--- config.mk ---
export PLATFORM = sky130hd
export DESIGN_NAME = mem_access_ctrl
export DESIGN_NICKNAME = d
export VERILOG_FILES = /design/src/rtl/mem_access_pkg.sv /design/src/rtl/mem_lane_align.sv /design/src/rtl/mem_access_ctrl.sv
export SDC_FILE = /design/constraint.sdc
export NUM_CORES = 1
export LEC_CHECK = 0
export ABC_AREA = 1
export CAP_MARGIN = 15
export CORE_UTILIZATION = 47
export DETAILED_ROUTE_END_ITERATION = 10
export GPL_ROUTABILITY_DRIVEN = 0
export PLACE_DENSITY = 0.76
export SYNTH_ARGS = -nofsm -noshare
export SYNTH_HDL_FRONTEND = slang
export SYNTH_SLANG_ARGS = --single-unit
export TNS_END_PERCENT = 50
--- constraint.sdc ---
create_clock -name clk -period 6.6 [get_ports clk]
set_clock_uncertainty 0.15 [all_clocks]
set_input_delay 1.65 -clock clk [delete_from_list [all_inputs] [get_ports clk]]
set_output_delay 1.65 -clock clk [all_outputs]
set_load 0.05 [all_outputs]
--- src/rtl/mem_access_pkg.sv ---
// mem_access_pkg: shared encodings for the data-memory load/store front end.
// Holds access-size codes, the controller state enum, big-endian lane offset
// constants and small decode helpers used by mem_access_ctrl and mem_lane_align.
package mem_access_pkg;

  // Access size encodings; 2'b11 is an alias for a word access.
  localparam logic [1:0] SZ_BYTE     = 2'b00;
  localparam logic [1:0] SZ_HALF     = 2'b01;
  localparam logic [1:0] SZ_WORD     = 2'b10;
  localparam logic [1:0] SZ_WORD_ALT = 2'b11;

  // Big-endian byte offsets within a word: offset 0 is bits 31:24.
  localparam logic [1:0] OFF_B0 = 2'd0;
  localparam logic [1:0] OFF_B1 = 2'd1;
  localparam logic [1:0] OFF_B2 = 2'd2;
  localparam logic [1:0] OFF_B3 = 2'd3;

  // Halfword select is byte-address bit 1: 0 -> bits 31:16, 1 -> bits 15:0.
  localparam logic OFF_H0 = 1'b0;
  localparam logic OFF_H1 = 1'b1;

  typedef enum logic [2:0] {
    ST_IDLE,
    ST_READ,
    ST_SETUP,
    ST_WRITE,
    ST_DONE
  } state_t;

  function automatic logic is_word(input logic [1:0] size);
    return (size == SZ_WORD) || (size == SZ_WORD_ALT);
  endfunction

  // True when the byte offset does not match the natural alignment of the size.
  function automatic logic is_misaligned(input logic [1:0] size, input logic [1:0] off);
    return ((size == SZ_HALF) && off[0]) || (is_word(size) && (off != OFF_B0));
  endfunction

endpackage

--- src/rtl/mem_lane_align.sv ---
// mem_lane_align: combinational big-endian lane logic.
// Extract: pick byte/half/word lane from a RAM word and sign/zero extend.
// Merge: overlay right-justified store data onto the old word at the lane
// selected by offset and size. Halves use offset bit 1 only, words ignore the
// offset, so a misaligned access in the unchecked build lands on the
// containing aligned lane.
module mem_lane_align
  import mem_access_pkg::*;
(
  input  logic [31:0] i_word,
  input  logic [31:0] i_old,
  input  logic [31:0] i_new,
  input  logic [1:0]  i_off,
  input  logic [1:0]  i_size,
  input  logic        i_signed,
  output logic [31:0] o_extract,
  output logic [31:0] o_merged
);

  logic [7:0]  w_byte;
  logic [15:0] w_half;

  // Lane selection and extension for loads.
  always_comb begin
    w_byte = i_word[7:0];
    case (i_off)
      OFF_B0: w_byte = i_word[31:24];
      OFF_B1: w_byte = i_word[23:16];
      OFF_B2: w_byte = i_word[15:8];
      OFF_B3: w_byte = i_word[7:0];
      default: w_byte = i_word[7:0];
    endcase
    w_half = (i_off[1] == OFF_H0) ? i_word[31:16] : i_word[15:0];
    if (is_word(i_size)) begin
      o_extract = i_word;
    end else if (i_size == SZ_HALF) begin
      o_extract = {{16{i_signed & w_half[15]}}, w_half};
    end else begin
      o_extract = {{24{i_signed & w_byte[7]}}, w_byte};
    end
  end

  // Per-byte-lane merge: each lane either keeps the old byte or takes a new one.
  genvar gi;
  generate
    for (gi = 0; gi < 4; gi++) begin : g_lane
      localparam logic [1:0] LANE = 2'(gi);
      logic       w_sel;
      logic [7:0] w_new;

      // Decide whether this lane is written and which store byte feeds it.
      always_comb begin
        w_sel = 1'b0;
        w_new = i_new[31-8*gi -: 8];
        if (is_word(i_size)) begin
          w_sel = 1'b1;
          w_new = i_new[31-8*gi -: 8];
        end else if (i_size == SZ_HALF) begin
          w_sel = (LANE[1] == i_off[1]);
          w_new = LANE[0] ? i_new[7:0] : i_new[15:8];
        end else begin
          w_sel = (LANE == i_off);
          w_new = i_new[7:0];
        end
      end

      assign o_merged[31-8*gi -: 8] = w_sel ? w_new : i_old[31-8*gi -: 8];
    end
  endgenerate

  // Tie-off reference keeps the half-select constants tied to their meaning.
  logic w_h1_unused;
  assign w_h1_unused = OFF_H1;

endmodule

--- src/rtl/mem_access_ctrl.sv ---
// mem_access_ctrl: load/store front end for the MIPS data memory.
// One request in flight; loads read then respond, word stores set up and
// write, sub-word stores read-modify-write. All RAM-facing outputs are
// registered; ram_rw drops to 0 for exactly the WRITE cycle.
// Optional feature macro: MEM_ACCESS_ALIGN_CHECK_EN (misaligned half/word
// requests answer with resp_err=1 after one cycle and never touch the RAM).
module mem_access_ctrl
  import mem_access_pkg::*;
#(
  parameter int AW = 4,
  parameter int DW = 32
) (
  input  logic          clk,
  input  logic          rst,
  input  logic          req_valid,
  output logic          req_ready,
  input  logic          req_we,
  input  logic [1:0]    req_size,
  input  logic          req_signed,
  input  logic [AW+1:0] req_addr,
  input  logic [DW-1:0] req_wdata,
  output logic          resp_valid,
  output logic [DW-1:0] resp_rdata,
  output logic          resp_err,
  output logic [AW-1:0] ram_addr,
  output logic          ram_rw,
  output logic [DW-1:0] ram_wdata,
  input  logic [DW-1:0] ram_rdata
);

  state_t        r_state;
  logic          r_we;
  logic [1:0]    r_size;
  logic [1:0]    r_off;
  logic          r_signed;
  logic [DW-1:0] r_wdata;
  logic [DW-1:0] r_old_word;
  logic [AW-1:0] r_ram_addr;
  logic          r_ram_rw;
  logic [DW-1:0] r_ram_wdata;
  logic          r_resp_valid;
  logic [DW-1:0] r_resp_rdata;
  logic [DW-1:0] w_extract;
  logic [DW-1:0] w_merged;

  // Extract works on the live RAM word during READ; merge uses the captured old word.
  mem_lane_align u_lane (
    .i_word    (ram_rdata),
    .i_old     (r_old_word),
    .i_new     (r_wdata),
    .i_off     (r_off),
    .i_size    (r_size),
    .i_signed  (r_signed),
    .o_extract (w_extract),
    .o_merged  (w_merged)
  );

`ifdef MEM_ACCESS_ALIGN_CHECK_EN
  logic r_resp_err;
`endif

  // Controller FSM with all RAM and response outputs registered.
  always_ff @(posedge clk or posedge rst) begin
    if (rst) begin
      r_state      <= ST_IDLE;
      r_we         <= 1'b0;
      r_size       <= SZ_BYTE;
      r_off        <= OFF_B0;
      r_signed     <= 1'b0;
      r_wdata      <= '0;
      r_old_word   <= '0;
      r_ram_addr   <= '0;
      r_ram_rw     <= 1'b1;
      r_ram_wdata  <= '0;
      r_resp_valid <= 1'b0;
      r_resp_rdata <= '0;
`ifdef MEM_ACCESS_ALIGN_CHECK_EN
      r_resp_err   <= 1'b0;
`endif
    end else begin
      case (r_state)
        ST_IDLE: begin
          r_resp_valid <= 1'b0;
          r_ram_rw     <= 1'b1;
          if (req_valid) begin
            r_we       <= req_we;
            r_size     <= req_size;
            r_off      <= req_addr[1:0];
            r_signed   <= req_signed;
            r_wdata    <= req_wdata;
            r_ram_addr <= req_addr[AW+1:2];
`ifdef MEM_ACCESS_ALIGN_CHECK_EN
            if (is_misaligned(req_size, req_addr[1:0])) begin
              r_resp_valid <= 1'b1;
              r_resp_rdata <= '0;
              r_resp_err   <= 1'b1;
              r_state      <= ST_DONE;
            end else begin
`else
            begin
`endif
              // Only a full-word store can skip reading the old word.
              if (req_we && is_word(req_size)) begin
                r_state <= ST_SETUP;
              end else begin
                r_state <= ST_READ;
              end
            end
          end
        end
        ST_READ: begin
          if (r_we) begin
            r_old_word <= ram_rdata;
            r_state    <= ST_SETUP;
          end else begin
            r_resp_rdata <= w_extract;
`ifdef MEM_ACCESS_ALIGN_CHECK_EN
            r_resp_err   <= 1'b0;
`endif
            r_resp_valid <= 1'b1;
            r_state      <= ST_DONE;
          end
        end
        ST_SETUP: begin
          r_ram_wdata <= w_merged;
          r_ram_rw    <= 1'b0;
          r_state     <= ST_WRITE;
        end
        ST_WRITE: begin
          r_ram_rw     <= 1'b1;
          r_resp_valid <= 1'b1;
          r_resp_rdata <= '0;
`ifdef MEM_ACCESS_ALIGN_CHECK_EN
          r_resp_err   <= 1'b0;
`endif
          r_state      <= ST_DONE;
        end
        ST_DONE: begin
          r_resp_valid <= 1'b0;
          r_ram_rw     <= 1'b1;
          r_state      <= ST_IDLE;
        end
        default: begin
          r_ram_rw <= 1'b1;
          r_state  <= ST_IDLE;
        end
      endcase
    end
  end

  assign req_ready  = (r_state == ST_IDLE);
  assign resp_valid = r_resp_valid;
  assign resp_rdata = r_resp_rdata;
  assign ram_addr   = r_ram_addr;
  assign ram_rw     = r_ram_rw;
  assign ram_wdata  = r_ram_wdata;

`ifdef MEM_ACCESS_ALIGN_CHECK_EN
  assign resp_err = r_resp_err;
`else
  assign resp_err = 1'b0;
`endif

endmodule

==> flow_summary.yaml <==
run_status:
  outcome: "finished clean"
logic_synthesis:
  ys_seq_elements: 143
  syn_avg_cell_area_um2: 8.89
  synth_fp_nets: 808
  yosys_warnings: 0
  synthDistinctLibCells: 29
  synth_edf_count: 0
  ys.flop_type: "dfrtp_1"
  ys_async_sr_fraction_pct: 100
  synth_area_um2: 6500
  synth_seq_area_share_pct: 55.1
  synthCells: 731
timing:
  hold_viol: 0
  whs_ns: 0.328
  setup_viol: 0
  worst_slack_ns: 2.77
  clock.fmax_mhz: 261
  tightest_slew_ns: 1.05
  report.final.slew_viol_count: 0
  rsz0062_at_grt: "no"
  tns_ns: 0
  fin_crit_sh_pct: 58.0
  timing.slew.headroom_pct: 29.9
  timing.final.crit_period_ns: 3.83
global_route:
  use_met2_pct: 40.9
  grt_overflow: 0
  gr-usage-met1_pct: 36.9
  grt_use_total_pct: 27.1
  antenna_found_initial: 0
  grt_max_degree: 100
  grt_pass1_wl_um: 29000
  busiest_layer: "met2"
  grt_pass1_vias: 5422
  met3_usage_pct: 6.37
routing:
  drc: 0
  vias_per_cell: 5.39
  drt_iter0_drc: 691
  num_vias: 5675
  ant_nets: 0
  wl_per_cell_um: 17.6
  dr.pass1.iters: 5
  drt_wl_total_um: 18500
floorplan:
  fp-row-count: 42
  coreArea_um2: 13300
  die_w_um: 120
  initial_core_util_pct: 48.7
  io_pins: 149
  die_y_um: 120
  die_area_um2: 14300
pwr:
  pwr-share-comb_pct: 47.2
  total_power_uw: 5100
  p_int_uw: 2840
  clockPowerShare_pct: 21.0
  power_density_nw_per_um2: 586
  p_sw_share_pct: 44.3
  seqPwrFrac_pct: 31.8
  p_leak_uw: 0.00406
  peakVddDrop_v: 0.000345
  p_switching_uw: 2260
job:
  maxCapViolations: 0
clock_network:
  ctsRootBufferMaster: "clkbuf_16"
  cts_made_buffers: 17
  clock-sinks: 143
  insertion_delay_ns: 0.43
  cts_max_level: 4
  cts_tree: "done"
  ctsLongestPathBuffers: 2
  cts.reportedPaths.clkPinSlew_ns: 0.06
  postCtsHoldBufs: 0
  cts-resized-gates: 0
  post_cts_buffers: 0
cells_and_area:
  fin_cells: 1052
  area_delta_synth_final_pct: 34.0
  n_antenna_cell: 0
  fill_cells: 1093
  layout-drive-gt1-share_pct: 10.5
  fin_nets: 941
critical_path:
  cp_slowest_stage_delay_ns: 0.82
  arrival_ns: 2.03
  cp.required_ns: 4.80
  cpMaxStageDelayCell: "clkdlybuf4s50_1"
  crit_chain: "nor2_2, inv_2, nor2_4, clkdlybuf4s50_1"
  cp-end-kind: "output port"
  critical_path_class: "register to output port"
  cp_top_family: "buffers and inverters"
  path_buf_inv: 2
  startpoint_type: "register"
  crit_path_max_fanout: 4
placement:
  hpwl_um: 12800
  dp_cells: 1020
  pre_cts_ws_ns: 2.87
  io_buffers: 147
min_path:
  worstHoldPathType: "register to register"
==> area by class of cell <==
| cell class | instances | area [um^2] | share of cell area (%) |
|---|---|---|---|
| repair buffers | 152 | 1520 | 17.5 |
| clock buffers | 18 | 439 | 5.04 |
| inverters | 50 | 193 | 2.21 |
| flip-flops and latches | 143 | 3580 | 41.1 |
| clock inverters | 13 | 218 | 2.50 |
| well taps | 176 | 220 | 2.53 |
| multi-input cells | 500 | 2540 | 29.1 |
==> power groups by stage <==
stage	clock network (uW)	logic, uW	registers, uW
final	1070	2410	1620
after global routing	1120	2600	1670
after CTS	1080	2410	1610
after detailed placement	0	2390	1620
after global placement	0	2340	1610
after floorplan	0	1100	2150
==> layer usage <==
| metal | vias up | routed length [um] |
|---|---|---|
| met2 | 280 | 8430 |
| met5 | - | 0 |
| met4 | 0 | 648 |
| met3 | 46 | 1560 |
| li1 | 2662 | - |
| met1 | 2687 | 7870 |
==> logic make-up (layout without fill, tap and decap cells) <==
family	after synthesis	count (layout)	synth area share, %
compound gates	151	151	12.5
buf+inv	88	233	5.93
flops	143	143	55.1
mux	38	38	7.04
other cells	1	1	0.0577
simple gates	310	310	19.4
==> final timing paths <==
path                                                 start                          to  slack (ns)  cells past startpoint
min in group asynchronous                              rst     ram_addr[0]$_DFFE_PP0P_        1.63                      2
worst max-delay path                r_state[0]$_DFFE_PP0P_                   req_ready        2.77                      4
worst min register to register  resp_rdata[19]$_DFFE_PP0P_  resp_rdata[19]$_DFFE_PP0P_        0.33                      2
worst max register to register       r_size[1]$_DFFE_PP0P_   ram_wdata[14]$_DFFE_PP0N_        3.82                      6
max in group asynchronous                              rst  r_old_word[13]$_DFFE_PP0P_        3.52                      3
worst min-delay path            resp_rdata[19]$_DFFE_PP0P_  resp_rdata[19]$_DFFE_PP0P_        0.33                      2
==> state kept, by name (all words and copies together) (netlist names), 2 cells and up <==
register	cells
ram_addr	4
r_old_word	32
resp_rdata	32
ram_wdata	32
r_off	2
r_size	2
r_wdata	32
r_state	3
==> cells in the mapped netlist, types with 2 or more instances <==
cell type,number,share of area [%]
mux2_4,8,1.8
o21ai_0,86,6.6
clkbuf_1,14,0.81
o21ai_1,3,0.23
buf_4,6,0.69
a31oi_1,12,1.2
inv_2,4,0.23
nand3_1,19,1.5
buf_6,2,0.35
dfrtp_1,142,55
a22oi_1,4,0.46
buf_1,2,0.12
mux2_2,30,5.2
nor2_1,43,2.5
o211ai_1,11,1.3
nand4_1,9,0.87
nor2_2,4,0.38
a21oi_1,33,2.5
nor2_4,5,0.87
buf_2,14,1.1
nand2_1,228,13
inv_1,45,2.6
==> cell usage in the layout, fill, tap and decap left out, types with 6 or more instances in the layout <==
master / count
a21oi_1: 33
a31oi_1: 12
bufinv_16: 6
clkbuf_16: 17
clkdlybuf4s50_1: 147
clkinv_2: 6
dfrtp_1: 142
inv_1: 44
mux2_2: 30
mux2_4: 8
nand2_1: 227
nand3_1: 19
nand4_1: 9
nor2_1: 43
o211ai_1: 11
o21ai_0: 86
==> per-stage QoR <==
step	area (um^2)	util, %
finish	8710	65.3
global placement	8030	60.2
global route	8710	65.3
floorplan	6500	-
detailed placement	8030	60.2
CTS	8690	65.1
==> worst min-delay path: cells and delay by family, from the launching register on <==
| family | cells | cell delay (ns) |
|---|---|---|
| flops | 1 | 0.34 |
| simple gates | 2 | 0.10 |
Power figures use the tool's default switching activity.
